## config.mk

```make
export PLATFORM = sky130hd
export DESIGN_NAME = rs_ff_driver
export DESIGN_NICKNAME = d
export VERILOG_FILES = /design/src/rtl/rs_ff_driver.sv
export SDC_FILE = /design/constraint.sdc
export NUM_CORES = 1
export LEC_CHECK = 0
export ABC_AREA = 1
export CORE_UTILIZATION = 50
export CTS_BUF_LIST = sky130_fd_sc_hd__clkbuf_8
export DETAILED_ROUTE_END_ITERATION = 12
export GPL_TIMING_DRIVEN = 1
export PLACE_DENSITY = 0.81
export SLEW_MARGIN = 20
export SYNTH_ARGS = -nofsm -noshare
export SYNTH_HDL_FRONTEND = slang
export SYNTH_SLANG_ARGS = --single-unit
```

## constraint.sdc

```tcl
create_clock -name clk -period 2.45 [get_ports clk]
set_clock_uncertainty 0.1 [all_clocks]
set_input_delay 0.49 -clock clk [delete_from_list [all_inputs] [get_ports clk]]
set_output_delay 0.49 -clock clk [all_outputs]
set_load 0.005 [all_outputs]
```

## src/rtl/rs_ff_driver.sv

```systemverilog
// rs_ff_driver
// Writes a masked target word into a bank of WIDTH rs_ff cells.
// The driver works out the smallest set of set/clear pulses from the live q
// feedback and drives them for PULSE_CYC cycles. It then waits one cycle for
// the bank to update and checks the masked result. If the check fails it
// recomputes and drives again, up to MAX_RETRY more times.
// Because every r/s pulse comes from this block, clients never create the
// forbidden r=s=1 themselves.
//
// Ports
//   clk         rising-edge clock
//   rst_n       synchronous reset, active-low
//   req_valid   request present
//   req_ready   request can be accepted (IDLE only, low during reset)
//   req_target  desired q value per cell
//   req_mask    1 = cell under control, 0 = leave untouched
//   q_fb        q outputs of the RS bank
//   r / s       reset / set pulses to the bank
//   busy        high in every state except IDLE
//   done        one-cycle completion pulse
//   err         one-cycle failure flag, coincident with done
//
// state  | meaning
// IDLE   | waiting for a request, req_ready high
// CMP    | compute set/clear vectors from the live q_fb
// DRIVE  | hold r/s for PULSE_CYC cycles
// SETTLE | r=s=0, the bank updates q
// VERIFY | compare the masked q_fb with the masked target, retry or finish
// DONE   | done pulse, err as latched

module rs_ff_driver #(
  parameter int WIDTH     = 8,
  parameter int PULSE_CYC = 1,
  parameter int MAX_RETRY = 2
) (
  input  logic             clk,
  input  logic             rst_n,
  input  logic             req_valid,
  output logic             req_ready,
  input  logic [WIDTH-1:0] req_target,
  input  logic [WIDTH-1:0] req_mask,
  input  logic [WIDTH-1:0] q_fb,
  output logic [WIDTH-1:0] r,
  output logic [WIDTH-1:0] s,
  output logic             busy,
  output logic             done,
  output logic             err
);

  localparam int RW = (MAX_RETRY < 1) ? 1 : $clog2(MAX_RETRY + 1);
  localparam int CW = (PULSE_CYC < 1) ? 1 : $clog2(PULSE_CYC + 1);
  localparam logic [RW-1:0] RETRY_LAST = RW'(MAX_RETRY);
  localparam logic [CW-1:0] PULSE_LOAD = CW'(PULSE_CYC);

  typedef enum logic [2:0] {
    ST_IDLE,
    ST_CMP,
    ST_DRIVE,
    ST_SETTLE,
    ST_VERIFY,
    ST_DONE
  } state_t;

  state_t           r_state;
  state_t           w_next;
  logic [WIDTH-1:0] r_target;
  logic [WIDTH-1:0] r_mask;
  logic [WIDTH-1:0] r_set;
  logic [WIDTH-1:0] r_clr;
  logic [RW-1:0]    r_retry_cnt;
  logic [CW-1:0]    r_pulse_cnt;
  logic             r_err;

  logic [WIDTH-1:0] w_set_v;
  logic [WIDTH-1:0] w_clr_v;
  logic             w_match;
  logic             w_xfer;
  logic             w_pulse_last;

  // The mask is applied to both vectors, so bits outside the mask never pulse.
  // The target bit decides set or clear, so set and clear never overlap.
  assign w_set_v      = r_mask & r_target & ~q_fb;
  assign w_clr_v      = r_mask & ~r_target & q_fb;
  assign w_match      = ((q_fb ^ r_target) & r_mask) == '0;
  assign w_xfer       = req_valid & req_ready;
  assign w_pulse_last = (r_pulse_cnt == CW'(1));

  assign req_ready = rst_n & (r_state == ST_IDLE);
  assign busy      = rst_n & (r_state != ST_IDLE);
  assign done      = rst_n & (r_state == ST_DONE);
  assign err       = done & r_err;
  assign r         = r_clr;
  assign s         = r_set;

  always_ff @(posedge clk) begin
    if (!rst_n) begin
      r_state <= ST_IDLE;
    end else begin
      r_state <= w_next;
    end
  end

  always_comb begin
    w_next = r_state;
    case (r_state)
      ST_IDLE:   if (w_xfer) w_next = ST_CMP;
      ST_CMP:    w_next = ((w_set_v | w_clr_v) == '0) ? ST_DONE : ST_DRIVE;
      ST_DRIVE:  if (w_pulse_last) w_next = ST_SETTLE;
      ST_SETTLE: w_next = ST_VERIFY;
      ST_VERIFY: w_next = (w_match || (r_retry_cnt == RETRY_LAST)) ? ST_DONE : ST_CMP;
      ST_DONE:   w_next = ST_IDLE;
      default:   w_next = ST_IDLE;
    endcase
  end

  // r/s are registered when CMP exits. They are cleared on the edge that
  // leaves DRIVE, so the bank sees them for exactly PULSE_CYC cycles.
  always_ff @(posedge clk) begin
    if (!rst_n) begin
      r_target    <= '0;
      r_mask      <= '0;
      r_set       <= '0;
      r_clr       <= '0;
      r_retry_cnt <= '0;
      r_pulse_cnt <= '0;
      r_err       <= 1'b0;
    end else begin
      case (r_state)
        ST_IDLE: begin
          if (w_xfer) begin
            r_target    <= req_target;
            r_mask      <= req_mask;
            r_retry_cnt <= '0;
            r_err       <= 1'b0;
          end
        end
        ST_CMP: begin
          if (w_next == ST_DRIVE) begin
            r_set       <= w_set_v;
            r_clr       <= w_clr_v;
            r_pulse_cnt <= PULSE_LOAD;
          end
        end
        ST_DRIVE: begin
          if (w_pulse_last) begin
            r_set <= '0;
            r_clr <= '0;
          end else begin
            r_pulse_cnt <= r_pulse_cnt - CW'(1);
          end
        end
        ST_VERIFY: begin
          if (!w_match) begin
            if (r_retry_cnt == RETRY_LAST) begin
              r_err <= 1'b1;
            end else begin
              r_retry_cnt <= r_retry_cnt + RW'(1);
            end
          end
        end
        default: ;
      endcase
    end
  end

endmodule

```

==> results of run 1 <==
[logic make-up (layout without fill, tap and decap cells)]
kind of cell             after synthesis  in the layout  synth area share (%)
AO/OA/AOI/OAI                         50             50                 13.46
adder cells (fa/ha/maj)                1              1                0.6728
buffers and inverters                 44             97                 10.36
flip-flops                            39             39                 41.99
AND/OR/NAND/NOR                      123            123                 33.51
[layout by cell type, fill, tap and decap left out]
cell	Yosys	layout
clkdlybuf4s50_1	0	43
nand2_1	40	40
dfxtp_1	39	39
inv_1	28	29
a21oi_1	28	28
nand3_1	20	20
nor2_1	18	18
o21ai_0	15	15
nor3_1	12	12
nor2_2	12	12
inv_2	8	8
o21ai_1	7	7
buf_4	0	7
nand4_1	6	6
clkbuf_8	0	5
nand2_2	4	4
nor3_4	2	3
nand2_4	3	3
nor4_1	4	3
dlymetal6s2s_1	0	3
nor4_2	0	1
or2_1	1	1
ha_1	1	1
clkinv_2	0	1
clkinvlp_4	0	1
[registers in the layout, summed over array words and instances (netlist names)]
name         flops
r_state          3
r                8
s                8
r_target         8
r_retry_cnt      2
r_mask           8
r_err            1
r_pulse_cnt      1
[worst paths after layout]
path                                             from                 end  slack (ns)  depth (start not counted)
worst min register to register     r_err$_SDFFE_PN0P_  r_err$_SDFFE_PN0P_        0.38                          2
worst min-delay path               r_err$_SDFFE_PN0P_  r_err$_SDFFE_PN0P_        0.38                          2
worst max register to register  r_state[2]$_SDFF_PN0_   r[1]$_SDFFE_PN0P_        0.78                          5
worst max-delay path                            rst_n                busy        0.18                          4
[routing by layer]
layer / wire length, um / vias to the layer above
li1: - / 944
met1: 1968 / 832
met2: 2064 / 37
met3: 128 / 11
met4: 89 / 0
met5: 0 / -
[power breakdown]
part	internal [mW]	switching, mW	leakage [nW]
clock	0.195	0.223	0.0453
combinational	0.243	0.287	0.660
sequential	0.719	0.0683	0.318
[tightest hold or removal path, delay by kind of cell, from the launching register on]
kind            cells  cell delay (ns)
flops               1             0.30
buf+inv             1             0.07
compound gates      1             0.07
[cell type report]
cell class                 count  area, um2
fill                         291      964.7
sequential                    39      780.7
clock inverter                 3      16.27
inverter                      36      135.1
clock buffer                   5      68.82
timing repair buffer          53      520.5
multi-input combinational    174      898.4
tap                           46      57.56
[repair_timing]
action | 4_1_cts | 5_1_grt
hold buffers | 0 | 0
gates resized for setup | 0 | 5
setup endpoints to repair | 0 | 3
[through the flow]
step | std cells | util [%] | hold slack, ns | power, mW | area (um2)
2_1_floorplan | 257 | - | 0.3312 | 1.126 | 1859
3_5_place_dp | 348 | 68.92 | 0.3585 | 1.323 | 2372
4_1_cts | 356 | 71.39 | 0.3709 | 1.733 | 2457
3_3_place_gp | 348 | 68.92 | 0.3546 | 1.307 | 2372
6_report | 356 | 71.97 | 0.3790 | 1.734 | 2477
5_1_grt | 356 | 71.97 | 0.4010 | 1.843 | 2477
==> impl_metrics.py, run 1 <==
metrics = {
    "setup_path": {
        "critPathKind": "primary input to output pin",
        "start_kind": "primary input",
        "crit_family": "buffers and inverters",
        "slowest_delay_ns": 0.50,
        "end_kind": "output pin",
        "worstPathMaxFanout": 7,
        "crit_top_cell": "clkdlybuf4s50_1",
        "required_ns": 1.86,
        "arrival_ns": 1.68,
        "worst_path_max_delay_cell": "clkdlybuf4s50_1",
        "cp_num_buf_inv": 3,
        "cp_cell_sequence": "clkdlybuf4s50_1 -> inv_2 -> nor2_1 -> clkdlybuf4s50_1",
    },
    "clock_tree": {
        "cts_buffers": 5,
        "cts_setup_buffers": 0,
        "path_clk_slew_ns": 0.07,
        "cts_sinks": 39,
        "tritoncts": "built",
        "htreeDepth": 2,
        "clockBufferDepth": 2,
        "cts_root_buf": "clkbuf_8",
        "clkLatencyLatePin_ns": 0.30,
    },
    "logic_synthesis": {
        "yosysMostFrequentCell": "nand2_1",
        "ys_async_sr_fraction_pct": 0,
        "synth.avg_cell_area_um2": 7.235,
        "syn_area_um2": 1859,
        "yosysUniqueCellTypes": 23,
        "syn-num-nets": 285,
        "synth-edff-count": 0,
        "synth-seq-area-share_pct": 41.99,
        "netlist_instances": 257,
        "synth_area_leader_cell": "dfxtp_1",
        "synth_area_leaders": "dfxtp_1 (42%), nand2_1 (8.1%), a21oi_1 (7.5%), inv_1 (5.7%), nand3_1 (5.4%)",
        "ys_seq_elements": 39,
        "synth_top_area_share_pct": 41.99,
        "synth_common_cells": "nand2_1 (40), dfxtp_1 (39), a21oi_1 (28), inv_1 (28), nand3_1 (20)",
        "synth-main-ff-cell": "dfxtp_1",
        "synth.yosys.warnings": 0,
    },
    "placement": {
        "place_ws_ns": 0.04249,
        "hpwl_um": 3243,
        "io_buffers": 46,
        "gp_congestion": 0.8499,
    },
    "pwr": {
        "p_leak_nw": 1.023,
        "peakVddDrop_uv": 500.0,
        "powerDensity_nw_per_um2": 699.9,
    },
    "sta": {
        "max-slew-margin-rel_pct": 67.35,
        "setup_viol": 0,
        "worst_slack_ns": 0.1794,
        "final-max-slew-violation-count": 0,
        "worstMarginPinSlew_ns": 0.4853,
        "clock.fmax_mhz": 440.4,
        "rsz0062_at_grt": "false",
        "finalSetupTns_ns": 0,
        "hold_violations": 0,
        "finalCriticalPeriod_ns": 2.271,
        "finalCritPeriodShare_pct": 92.68,
    },
    "floorplan": {
        "core_um2": 3442,
        "start_util_pct": 54.02,
        "fp.dieW_um": 62.98,
        "row_count": 21,
        "die_y_um": 62.98,
        "dieArea_um2": 3966,
        "pin_count": 47,
    },
    "global_routing": {
        "grt_pass1_wl_um": 7245,
        "use_met2_pct": 38.71,
        "met1_usage_pct": 29.12,
        "gr-total-overflow": 0,
        "grt.busiest_layer": "met2",
        "use_met3_pct": 4.562,
        "grt_usage_pct": 23.36,
        "antenna_found_initial": 0,
        "grt_max_degree": 23,
        "grt_pass1_vias": 1649,
    },
    "routing": {
        "drc": 0,
        "via_per_inst": 5.124,
        "vias": 1824,
        "wl_um": 4250,
        "drtPass1Iterations": 4,
        "drtIter0Drc": 123,
        "post_drt_wl_per_cell_um": 11.94,
        "drtAntennaViolNets": 0,
    },
    "cells_and_area": {
        "syn2layout_area_growth_pct": 33.24,
        "final_layout_size_suffix_gt1_share_pct": 14.52,
        "fin_nets": 337,
        "antennaDiodeCount": 0,
    },
    "job": {
        "maxCapViolCount": 0,
    },
    "outcome": {
        "status": "completed",
    },
    "worst_hold_path": {
        "min_path_type": "register to register",
    },
}
Power figures use the tool's default switching activity.
==> run 2, diff against run 1 <==
--- a/config.mk
+++ b/config.mk
@@ -7,10 +7,10 @@
 export LEC_CHECK = 0
 export ABC_AREA = 1
 export CORE_UTILIZATION = 50
-export CTS_BUF_LIST = sky130_fd_sc_hd__clkbuf_8
+export CTS_BUF_LIST = sky130_fd_sc_hd__clkbuf_2 sky130_fd_sc_hd__clkbuf_4 sky130_fd_sc_hd__clkbuf_8
 export DETAILED_ROUTE_END_ITERATION = 12
 export GPL_TIMING_DRIVEN = 1
-export PLACE_DENSITY = 0.81
+export PLACE_DENSITY = 0.88
 export SLEW_MARGIN = 20
 export SYNTH_ARGS = -nofsm -noshare
 export SYNTH_HDL_FRONTEND = slang
==> run 2 against run 1 <==
Non-clock buffer count unchanged. First-iteration DRC count up 4.9%. Via count increased by 0.44%. Global-route usage is 0.89 points higher. Clock power increased by 15%. Power rose by 3.7%. Critical path depth down 1. Largest cell class unchanged. Highest routed layer unchanged.
==> impl_metrics.py, run 2 (same netlist as run 1, synthesis figures left out) <==
metrics = {
    "job": {
        "maxCapViolCount": 0,
    },
    "cells_and_area": {
        "syn2layout_area_growth_pct": 34.39,
        "final_cell_mix": "clkdlybuf4s50_1 (43), nand2_1 (40), dfxtp_1 (39)",
        "final_layout_size_suffix_gt1_share_pct": 15.16,
        "fin_nets": 337,
        "final_common_cell": "clkdlybuf4s50_1",
        "multi_input_area_um2": 900.9,
        "regArea_um2": 780.7,
        "fill_cells": 260,
        "final_util_pct": 72.59,
        "antennaDiodeCount": 0,
    },
    "pwr": {
        "p_leak_nw": 1.018,
        "powerDensity_nw_per_um2": 719.7,
        "peakVddDrop_uv": 490.1,
    },
    "clock_tree": {
        "cts_resized": 0,
        "cts_sinks": 39,
        "ctsHoldBuffers": 0,
        "cts_root_buf": "clkbuf_8",
        "cts_setup_buffers": 0,
        "path_clk_slew_ns": 0.07,
        "htreeDepth": 2,
        "clockBufferDepth": 2,
        "tritoncts": "built",
        "cts_buffers": 5,
        "clkLatencyLatePin_ns": 0.29,
    },
    "routing": {
        "via_per_inst": 5.146,
        "drc": 0,
        "drtPass1Iterations": 4,
        "drtIter0Drc": 129,
        "vias": 1832,
        "post_drt_wl_per_cell_um": 12.13,
        "wl_um": 4320,
        "drtAntennaViolNets": 0,
    },
    "sta": {
        "rsz0062_at_grt": "false",
        "finalCritPeriodShare_pct": 91.28,
        "finalCriticalPeriod_ns": 2.236,
        "clock.fmax_mhz": 447.2,
        "final-max-slew-violation-count": 0,
        "setup_viol": 0,
        "hold_violations": 0,
        "max-slew-margin-rel_pct": 72.57,
        "worstMarginPinSlew_ns": 0.4101,
        "finalSetupTns_ns": 0,
    },
    "floorplan": {
        "die_y_um": 62.98,
        "fp.dieW_um": 62.98,
        "pin_count": 47,
        "dieArea_um2": 3966,
        "row_count": 21,
        "core_um2": 3442,
        "start_util_pct": 54.02,
    },
    "outcome": {
        "status": "completed",
    },
    "setup_path": {
        "arrival_ns": 1.65,
        "start_kind": "register",
        "worstRegToRegCells": 10,
        "rrSetupSlack_ns": 0.77,
        "critPathKind": "register to output pin",
        "end_kind": "output pin",
        "worstPathMaxFanout": 6,
        "required_ns": 1.86,
    },
    "global_routing": {
        "gr-total-overflow": 0,
        "antenna_found_initial": 0,
        "grt_pass1_wl_um": 7596,
        "grt_max_degree": 23,
        "grt_usage_pct": 24.25,
        "grt_pass1_vias": 1811,
    },
    "placement": {
        "hpwl_um": 3167,
        "io_buffers": 46,
        "gp_congestion": 0.8442,
    },
    "worst_hold_path": {
        "min_path_type": "register to register",
        "hold_depth": 2,
    },
}
-- run 2: cell types whose count changed in the layout (fill, tap and decap cells not counted) --
cell / delta
clkbuf_8: +2
clkinv_2: -1
inv_1: -1
nor2_1: -1
nor2_2: +1
-- run 2: metal layers --
| layer | global-route usage (%) | wire length [um] | vias to the layer above |
|---|---|---|---|
| li1 | - | - | 947 |
| met1 | 28.67 | 1884 | 812 |
| met2 | 41.40 | 2123 | 60 |
| met3 | 4.927 | 189 | 13 |
| met4 | 11.63 | 123 | 0 |
| met5 | 0 | 0 | - |
-- run 2: layout make-up --
class / count / area share (%)
multi-input cells: 174 / 36.05
flip-flops and latches: 39 / 31.25
repair buffers: 53 / 20.83
inverters: 36 / 5.408
clock buffers: 7 / 3.856
well taps: 46 / 2.303
clock inverters: 1 / 0.3005
-- run 2: per-stage QoR --
step / worst slack [ns] / hold WS [ns] / area [um2] / cells / power (mW)
after detailed placement: -0.05337 / 0.3527 / 2372 / 348 / 1.317
after global placement: 0.03505 / 0.3431 / 2372 / 348 / 1.300
after floorplan: 0.8077 / 0.3312 / 1859 / 257 / 1.126
after global routing: 0.1115 / 0.4005 / 2499 / 356 / 1.915
final: 0.2137 / 0.3792 / 2499 / 356 / 1.798
after CTS: -0.05344 / 0.3634 / 2476 / 356 / 1.792
-- run 2: report_power, final --
part           total, mW  switching, mW  internal (mW)
logic              0.530          0.291          0.239
registers          0.788         0.0693          0.718
clock network      0.481          0.225          0.256
total               1.80          0.585           1.21
-- run 2: critical path, stage by stage, from the launching register on --
cell and delay [ns]:
dfxtp_1 0.55, nand2_2 0.14, nor3_1 0.14, clkdlybuf4s50_1 0.52
-- run 2: worst paths after layout --
path / startpoint / to
worst max-delay path: r_state[2]$_SDFF_PN0_ / done
worst min-delay path: s[4]$_SDFFE_PN0P_ / s[4]$_SDFFE_PN0P_
worst max register to register: r_target[3]$_SDFFE_PN0P_ / r[4]$_SDFFE_PN0P_
worst min register to register: s[4]$_SDFFE_PN0P_ / s[4]$_SDFFE_PN0P_
